## src/rtl/controller_pkg.sv

```systemverilog
// Shared definitions for the multicycle MIPS-style controller.
// Holds the FSM state encoding (the numeric values are visible on the
// debug 'state' port), opcode/funct constants, the aluControl encodings,
// the aluSrcB/pcSrc mux selects, and the control-strobe bundle.
package controller_pkg;

    typedef enum logic [3:0] {
        S_FETCH   = 4'd0,
        S_DECODE  = 4'd1,
        S_MEMADR  = 4'd2,
        S_MEMRD   = 4'd3,
        S_MEMWB   = 4'd4,
        S_MEMWR   = 4'd5,
        S_EXECUTE = 4'd6,
        S_ALUWB   = 4'd7,
        S_BRANCH  = 4'd8,
        S_ADDIEX  = 4'd9,
        S_ADDIWB  = 4'd10,
        S_JUMP    = 4'd11
    } state_e;

    // Opcodes (instruction[31:26])
    localparam logic [5:0] OP_RTYPE = 6'b000000;
    localparam logic [5:0] OP_LW    = 6'b100011;
    localparam logic [5:0] OP_SW    = 6'b101011;
    localparam logic [5:0] OP_BEQ   = 6'b000100;
    localparam logic [5:0] OP_ADDI  = 6'b001000;
    localparam logic [5:0] OP_J     = 6'b000010;

    // R-type funct codes (instruction[5:0])
    localparam logic [5:0] FUNCT_ADD = 6'b100000;
    localparam logic [5:0] FUNCT_SUB = 6'b100010;
    localparam logic [5:0] FUNCT_AND = 6'b100100;
    localparam logic [5:0] FUNCT_OR  = 6'b100101;
    localparam logic [5:0] FUNCT_NOR = 6'b100111;
    localparam logic [5:0] FUNCT_SLT = 6'b101010;

    // aluControl encodings
    localparam logic [3:0] ALU_AND = 4'b0000;
    localparam logic [3:0] ALU_OR  = 4'b0001;
    localparam logic [3:0] ALU_ADD = 4'b0010;
    localparam logic [3:0] ALU_SUB = 4'b0110;
    localparam logic [3:0] ALU_SLT = 4'b0111;
    localparam logic [3:0] ALU_NOR = 4'b1100;

    // ALU operation request from the FSM to the ALU decoder.
    // ALUOP_NONE yields aluControl=0000 for states that do not use the ALU.
    typedef enum logic [1:0] {
        ALUOP_ADD   = 2'b00,
        ALUOP_SUB   = 2'b01,
        ALUOP_FUNCT = 2'b10,
        ALUOP_NONE  = 2'b11
    } alu_op_e;

    // aluSrcB selects
    localparam logic [1:0] SRCB_REGB    = 2'b00;
    localparam logic [1:0] SRCB_FOUR    = 2'b01;
    localparam logic [1:0] SRCB_IMM     = 2'b10;
    localparam logic [1:0] SRCB_IMM_SH2 = 2'b11;

    // pcSrc selects
    localparam logic [1:0] PCSRC_ALU    = 2'b00;
    localparam logic [1:0] PCSRC_ALUOUT = 2'b01;
    localparam logic [1:0] PCSRC_JUMP   = 2'b10;

    // Datapath control strobes produced per state.
    typedef struct packed {
        logic       mem_read;
        logic       mem_write;
        logic       i_or_d;
        logic       ir_write;
        logic       pc_write;
        logic       reg_write;
        logic       reg_dst;
        logic       mem_to_reg;
        logic       branch;
        logic       jump;
        logic       alu_src_a;
        logic [1:0] alu_src_b;
        logic [1:0] pc_src;
    } ctrl_t;

endpackage

```

## src/rtl/alu_decoder.sv

```systemverilog
// ALU decoder: maps the FSM's ALU request and the instruction funct field
// to the 4-bit aluControl code. Purely combinational.
// Ports:
//   i_alu_op       ALU request (ADD, SUB, from funct, none)
//   i_funct        instruction[5:0]
//   o_alu_control  aluControl code for the datapath ALU
//   o_funct_valid  1 when i_funct is one of the supported R-type functs
module alu_decoder
    import controller_pkg::*;
(
    input  alu_op_e     i_alu_op,
    input  logic [5:0]  i_funct,
    output logic [3:0]  o_alu_control,
    output logic        o_funct_valid
);

    logic [3:0] w_funct_ctrl;

    // NOTE: every output of a combinational block gets a default first so no
    // path through the case statements can leave it unassigned (no latch).
    always_comb begin
        w_funct_ctrl  = ALU_AND;
        o_funct_valid = 1'b1;
        case (i_funct)
            FUNCT_ADD: w_funct_ctrl = ALU_ADD;
            FUNCT_SUB: w_funct_ctrl = ALU_SUB;
            FUNCT_AND: w_funct_ctrl = ALU_AND;
            FUNCT_OR:  w_funct_ctrl = ALU_OR;
            FUNCT_NOR: w_funct_ctrl = ALU_NOR;
            FUNCT_SLT: w_funct_ctrl = ALU_SLT;
            default:   o_funct_valid = 1'b0;
        endcase
    end

    always_comb begin
        o_alu_control = ALU_AND;
        case (i_alu_op)
            ALUOP_ADD:   o_alu_control = ALU_ADD;
            ALUOP_SUB:   o_alu_control = ALU_SUB;
            ALUOP_FUNCT: o_alu_control = w_funct_ctrl;
            ALUOP_NONE:  o_alu_control = ALU_AND;
            default:     o_alu_control = ALU_AND;
        endcase
    end

endmodule

```

## src/rtl/multicycle_controller.sv

```systemverilog
// Moore-style control FSM for a multicycle MIPS subset
// (lw, sw, R-type add/sub/and/or/nor/slt, beq, addi, j).
// Ports:
//   clk          rising-edge clock
//   reset        asynchronous, active-low; forces FETCH and zeroes outputs
//   instruction  current IR contents (op=[31:26], funct=[5:0])
//   zero         ALU zero flag, used only for pcEn during BRANCH
//   memReady     memory handshake, sampled in FETCH, MEMRD, MEMWR only
//   memRead..aluSrcA, aluSrcB, pcSrc, aluControl  datapath controls
//   pcEn         pcWrite | (branch & zero)
//   illegal      unsupported instruction seen in DECODE
//   state        current FSM state (debug)
module multicycle_controller
    import controller_pkg::*;
(
    input  logic        clk,
    input  logic        reset,
    input  logic [31:0] instruction,
    input  logic        zero,
    input  logic        memReady,
    output logic        memRead,
    output logic        memWrite,
    output logic        iOrD,
    output logic        irWrite,
    output logic        pcWrite,
    output logic        pcEn,
    output logic        regWrite,
    output logic        regDst,
    output logic        memToReg,
    output logic        branch,
    output logic        jump,
    output logic        aluSrcA,
    output logic [1:0]  aluSrcB,
    output logic [1:0]  pcSrc,
    output logic [3:0]  aluControl,
    output logic        illegal,
    output logic [3:0]  state
);

    state_e      r_state;
    state_e      w_next_state;
    ctrl_t       w_ctrl;
    ctrl_t       w_ctrl_out;
    alu_op_e     w_alu_op;
    logic        w_illegal;
    logic [3:0]  w_alu_control;
    logic        w_funct_valid;
    logic [5:0]  w_op;
    logic [5:0]  w_funct;
    logic        w_unused_ir;

    assign w_op        = instruction[31:26];
    assign w_funct     = instruction[5:0];
    // Register/immediate fields are datapath business only.
    assign w_unused_ir = ^instruction[25:6];

    alu_decoder u_alu_decoder (
        .i_alu_op      (w_alu_op),
        .i_funct       (w_funct),
        .o_alu_control (w_alu_control),
        .o_funct_valid (w_funct_valid)
    );

    // NOTE: state registers use non-blocking assignment so every flop
    // samples the pre-edge value, independent of process ordering.
    always_ff @(posedge clk or negedge reset) begin
        if (!reset) begin
            r_state <= S_FETCH;
        end else begin
            r_state <= w_next_state;
        end
    end

    always_comb begin
        w_next_state = r_state;
        w_ctrl       = '0;
        w_alu_op     = ALUOP_NONE;
        w_illegal    = 1'b0;

        case (r_state)
            S_FETCH: begin
                w_ctrl.mem_read  = 1'b1;
                w_ctrl.alu_src_b = SRCB_FOUR;
                w_ctrl.pc_src    = PCSRC_ALU;
                w_alu_op         = ALUOP_ADD;
                // IR and PC load only in the cycle the memory completes.
                if (memReady) begin
                    w_ctrl.ir_write = 1'b1;
                    w_ctrl.pc_write = 1'b1;
                    w_next_state    = S_DECODE;
                end
            end

            S_DECODE: begin
                w_ctrl.alu_src_b = SRCB_IMM_SH2;
                w_alu_op         = ALUOP_ADD;
                case (w_op)
                    OP_LW, OP_SW: w_next_state = S_MEMADR;
                    OP_RTYPE: begin
                        if (w_funct_valid) begin
                            w_next_state = S_EXECUTE;
                        end else begin
                            w_illegal    = 1'b1;
                            w_next_state = S_FETCH;
                        end
                    end
                    OP_BEQ:  w_next_state = S_BRANCH;
                    OP_ADDI: w_next_state = S_ADDIEX;
                    OP_J:    w_next_state = S_JUMP;
                    default: begin
                        w_illegal    = 1'b1;
                        w_next_state = S_FETCH;
                    end
                endcase
            end

            S_MEMADR: begin
                w_ctrl.alu_src_a = 1'b1;
                w_ctrl.alu_src_b = SRCB_IMM;
                w_alu_op         = ALUOP_ADD;
                w_next_state     = (w_op == OP_SW) ? S_MEMWR : S_MEMRD;
            end

            S_MEMRD: begin
                w_ctrl.mem_read = 1'b1;
                w_ctrl.i_or_d   = 1'b1;
                if (memReady) begin
                    w_next_state = S_MEMWB;
                end
            end

            S_MEMWB: begin
                w_ctrl.reg_write  = 1'b1;
                w_ctrl.mem_to_reg = 1'b1;
                w_next_state      = S_FETCH;
            end

            S_MEMWR: begin
                w_ctrl.mem_write = 1'b1;
                w_ctrl.i_or_d    = 1'b1;
                if (memReady) begin
                    w_next_state = S_FETCH;
                end
            end

            S_EXECUTE: begin
                w_ctrl.alu_src_a = 1'b1;
                w_ctrl.alu_src_b = SRCB_REGB;
                w_alu_op         = ALUOP_FUNCT;
                w_next_state     = S_ALUWB;
            end

            S_ALUWB: begin
                w_ctrl.reg_write = 1'b1;
                w_ctrl.reg_dst   = 1'b1;
                w_next_state     = S_FETCH;
            end

            S_BRANCH: begin
                w_ctrl.alu_src_a = 1'b1;
                w_ctrl.alu_src_b = SRCB_REGB;
                w_ctrl.branch    = 1'b1;
                w_ctrl.pc_src    = PCSRC_ALUOUT;
                w_alu_op         = ALUOP_SUB;
                w_next_state     = S_FETCH;
            end

            S_ADDIEX: begin
                w_ctrl.alu_src_a = 1'b1;
                w_ctrl.alu_src_b = SRCB_IMM;
                w_alu_op         = ALUOP_ADD;
                w_next_state     = S_ADDIWB;
            end

            S_ADDIWB: begin
                w_ctrl.reg_write = 1'b1;
                w_next_state     = S_FETCH;
            end

            S_JUMP: begin
                w_ctrl.jump     = 1'b1;
                w_ctrl.pc_write = 1'b1;
                w_ctrl.pc_src   = PCSRC_JUMP;
                w_next_state    = S_FETCH;
            end

            default: w_next_state = S_FETCH;
        endcase
    end

    // Outputs are gated by reset combinationally: the state flop already
    // reads FETCH while reset is low, but FETCH itself drives memRead=1, so
    // without the gate a strobe would remain visible during reset.
    assign w_ctrl_out = reset ? w_ctrl : '0;

    assign memRead    = w_ctrl_out.mem_read;
    assign memWrite   = w_ctrl_out.mem_write;
    assign iOrD       = w_ctrl_out.i_or_d;
    assign irWrite    = w_ctrl_out.ir_write;
    assign pcWrite    = w_ctrl_out.pc_write;
    assign regWrite   = w_ctrl_out.reg_write;
    assign regDst     = w_ctrl_out.reg_dst;
    assign memToReg   = w_ctrl_out.mem_to_reg;
    assign branch     = w_ctrl_out.branch;
    assign jump       = w_ctrl_out.jump;
    assign aluSrcA    = w_ctrl_out.alu_src_a;
    assign aluSrcB    = w_ctrl_out.alu_src_b;
    assign pcSrc      = w_ctrl_out.pc_src;
    assign pcEn       = w_ctrl_out.pc_write | (w_ctrl_out.branch & zero);
    assign aluControl = reset ? w_alu_control : 4'b0000;
    assign illegal    = reset & w_illegal;
    assign state      = r_state;

endmodule

```

## config.mk

```make
export PLATFORM = sky130hd
export DESIGN_NAME = multicycle_controller
export DESIGN_NICKNAME = d
export VERILOG_FILES = /design/src/rtl/controller_pkg.sv /design/src/rtl/alu_decoder.sv /design/src/rtl/multicycle_controller.sv
export SDC_FILE = /design/constraint.sdc
export NUM_CORES = 1
export LEC_CHECK = 0
export BUFFER_PORTS_ARGS = -buffer_cell sky130_fd_sc_hd__buf_2
export CORE_MARGIN = 4
export CORE_UTILIZATION = 39
export CTS_BUF_LIST = sky130_fd_sc_hd__clkbuf_4
export CTS_CLUSTER_SIZE = 10
export DETAILED_ROUTE_END_ITERATION = 8
export PLACE_DENSITY = 0.87
export SYNTH_ARGS = -nofsm -noshare
export SYNTH_HDL_FRONTEND = slang
export SYNTH_SLANG_ARGS = --single-unit
```

## constraint.sdc

```tcl
create_clock -name clk -period 1.79 [get_ports clk]
set_clock_uncertainty 0.1 [all_clocks]
set_input_delay 0.179 -clock clk [delete_from_list [all_inputs] [get_ports clk]]
set_output_delay 0.179 -clock clk [all_outputs]
set_load 0.01 [all_outputs]
```

==> impl_metrics.json <==
{
  "ys_seq_elements": 4,
  "rsz0062_at_grt": "true",
  "yosysSeqAreaShare_pct": 14.2,
  "fin_nets": 191,
  "powerDensity_mw_per_mm2": 869,
  "die_w_um": 50.5,
  "yosysTopAreaCell": "dfrtp_1",
  "critPathLaunchType": "flip-flop",
  "holdPathStages": 3,
  "clock_path_buffers": 2,
  "met1_length_um": 1030,
  "ys_types": 43,
  "die-height_um": 50.5,
  "synth_ff_type": "dfrtp_1",
  "cts_inserted_buffers": 3,
  "setup.worst_path.end_class": "primary output",
  "setup_viol": 0,
  "largest_register_ffs": 4,
  "status": "finished, final reports clean",
  "final_cell_mix": "buf_2, buf_4, nor2_1",
  "worst-r2r-cell-count": 4,
  "async_reset_ff_share_pct": 100,
  "grt_pass1_vias": 815,
  "criticalPathCategory": "reg -> out",
  "area_growth_pct": 50.8,
  "syn-num-nets": 138,
  "netlist_instances": 102,
  "hold_violations": 0,
  "wl_met3_um": 144,
  "relSlewSlack_pct": 65.1,
  "slew_violations": 0,
  "placed_cells": 163,
  "layout_commonest_cell": "buf_2",
  "drive_gt1_share_pct": 47.1,
  "drt_iter0_markers": 23,
  "numPortBuffers": 40,
  "critPathArrivalTime_ps": 1500,
  "first_pass_iters": 4,
  "antenna_found_initial": 0,
  "hp-class": "in -> reg",
  "rows": 15,
  "tightestPinTransition_ps": 516,
  "gp_congestion": 0.886,
  "cts-root-buf": "clkbuf_4",
  "synth_top_area_share_pct": 14.2,
  "num_antenna_cells": 0,
  "hpwlAfterDp_um": 1670,
  "top_layer_used": "met4",
  "final_util_pct": 61.5,
  "insertion_delay_ps": 240,
  "synth-edff-count": 0,
  "ios": 61,
  "placed_cell_area_um2": 916,
  "drt-vias-per-instance": 5.38,
  "cts_tree": "built",
  "whs_ps": 197,
  "grt_start_max_net_pins": 13,
  "fillers": 167,
  "ir_worst_vdd_v": 0.000626,
  "via_count": 958,
  "drt-wirelength-per-cell_um": 13.0,
  "fin_tns_setup_ps": 0,
  "path_max_fanout": 12,
  "cp.required_ps": 1510,
  "period_share_pct": 99.1,
  "syn_area_per_cell_um2": 6.91,
  "wl_met2_um": 1110,
  "syn_area_um2": 704,
  "initial_core_util_pct": 40.8,
  "grt_pass1_wl_um": 3510,
  "grt-ovfl-total": 0,
  "drv_cap": 0,
  "routed_wl_um": 2320,
  "cts.sink_count": 4,
  "max_freq_ghz": 0.564,
  "core-area_mm2": 0.00173,
  "cts_max_level": 1,
  "fp.dieArea_mm2": 0.00255,
  "fin_cells": 178,
  "drc_errors": 0,
  "antenna_left": 0,
  "yosysWarnings": 0,
  "final_design_area_no_fill_mm2": 0.00106,
  "grtUsageTotal_pct": 17.3,
  "finalCriticalPeriod_ps": 1770,
  "power.static_leakage_nw": 0.513,
  "synthTopCellsByArea": "dfrtp_1, nor2_1, nand2b_1, nor3_1, o21ai_0",
  "clk_pin_slew_ps": 30
}
-- power breakdown --
group          internal [mW]  switching (mW)  total [mW]
clock                 0.0752          0.0390       0.114
sequential             0.119          0.0640       0.183
combinational          0.302           0.325       0.626
-- path summary, 6_finish.rpt --
path | startpoint | end | slack [ps]
min | instruction[30] | state[3] | 200
max | state[1] | pcEn | 20
min reg2reg | state[3] | state[3] | 590
max reg2reg | state[3] | state[1] | 140
min in group asynchronous | reset | state[2] | 330
max in group asynchronous | reset | state[1] | 1060
-- area by class of cell --
| cell class | count | area [um^2] | area share, % |
|---|---|---|---|
| Sequential cell | 4 | 105 | 9.89 |
| Tap cell | 25 | 31.3 | 2.94 |
| Timing Repair Buffer | 56 | 324 | 30.5 |
| Clock buffer | 3 | 22.5 | 2.12 |
| Multi-Input combinational cell | 86 | 564 | 53.1 |
| Inverter | 4 | 15.0 | 1.41 |
-- Yosys cell counts, types with 2 or more instances --
cell type / instances
nor2_1: 15
nor3_1: 7
nand2_1: 6
nand2b_1: 6
o21ai_0: 6
buf_2: 4
dfrtp_1: 4
inv_1: 4
nand3_1: 4
and3_1: 3
o21a_1: 3
o21ai_1: 3
a22oi_1: 2
buf_4: 2
nand3b_1: 2
o22ai_1: 2
o32ai_1: 2
xor2_1: 2
-- critical path, cell delays in order (launching register included) --
cell      delay, ps
dfrtp_2         460
nand2b_1        200
nor2_1           80
a31o_2          240
a21o_1          150
buf_2           130
-- repair_timing --
item                                    CTS  global route
hold endpoints to repair                  4             0
pin swaps                                 0             2
hold buffers                              1             0
buffers inserted                          1            10
endpoints found under the setup margin   10             7
cloned                                    0             0
resized for setup                         8             3
-- cells by family (layout without fill, tap and decap cells) --
| kind of cell | count (synthesis) | after routing | share of synthesized area (%) |
|---|---|---|---|
| XOR/XNOR | 3 | 3 | 3.73 |
| AND/OR/NAND/NOR | 51 | 51 | 38.7 |
| multiplexers | 2 | 2 | 3.02 |
| flip-flops | 4 | 4 | 14.2 |
| adder cells (fa/ha/maj) | 1 | 1 | 1.42 |
| AO/OA/AOI/OAI | 29 | 29 | 29.7 |
| buffers and inverters | 12 | 63 | 9.23 |
-- metal layers --
layer / global-route usage, % / up-vias
li1: - / 476
met1: 21.0 / 437
met2: 28.9 / 41
met3: 5.34 / 4
met4: 5.38 / 0
met5: 0 / -
-- stage by stage --
| stage | worst slack (ps) | total power, mW |
|---|---|---|
| floorplan | 175 | 0.504 |
| global placement | 127 | 0.676 |
| global route | -45.6 | 0.991 |
| detailed placement | 76.1 | 0.690 |
| CTS | 31.0 | 0.833 |
| finish | 15.8 | 0.923 |
No activity file was read; power rests on OpenSTA's default activity.
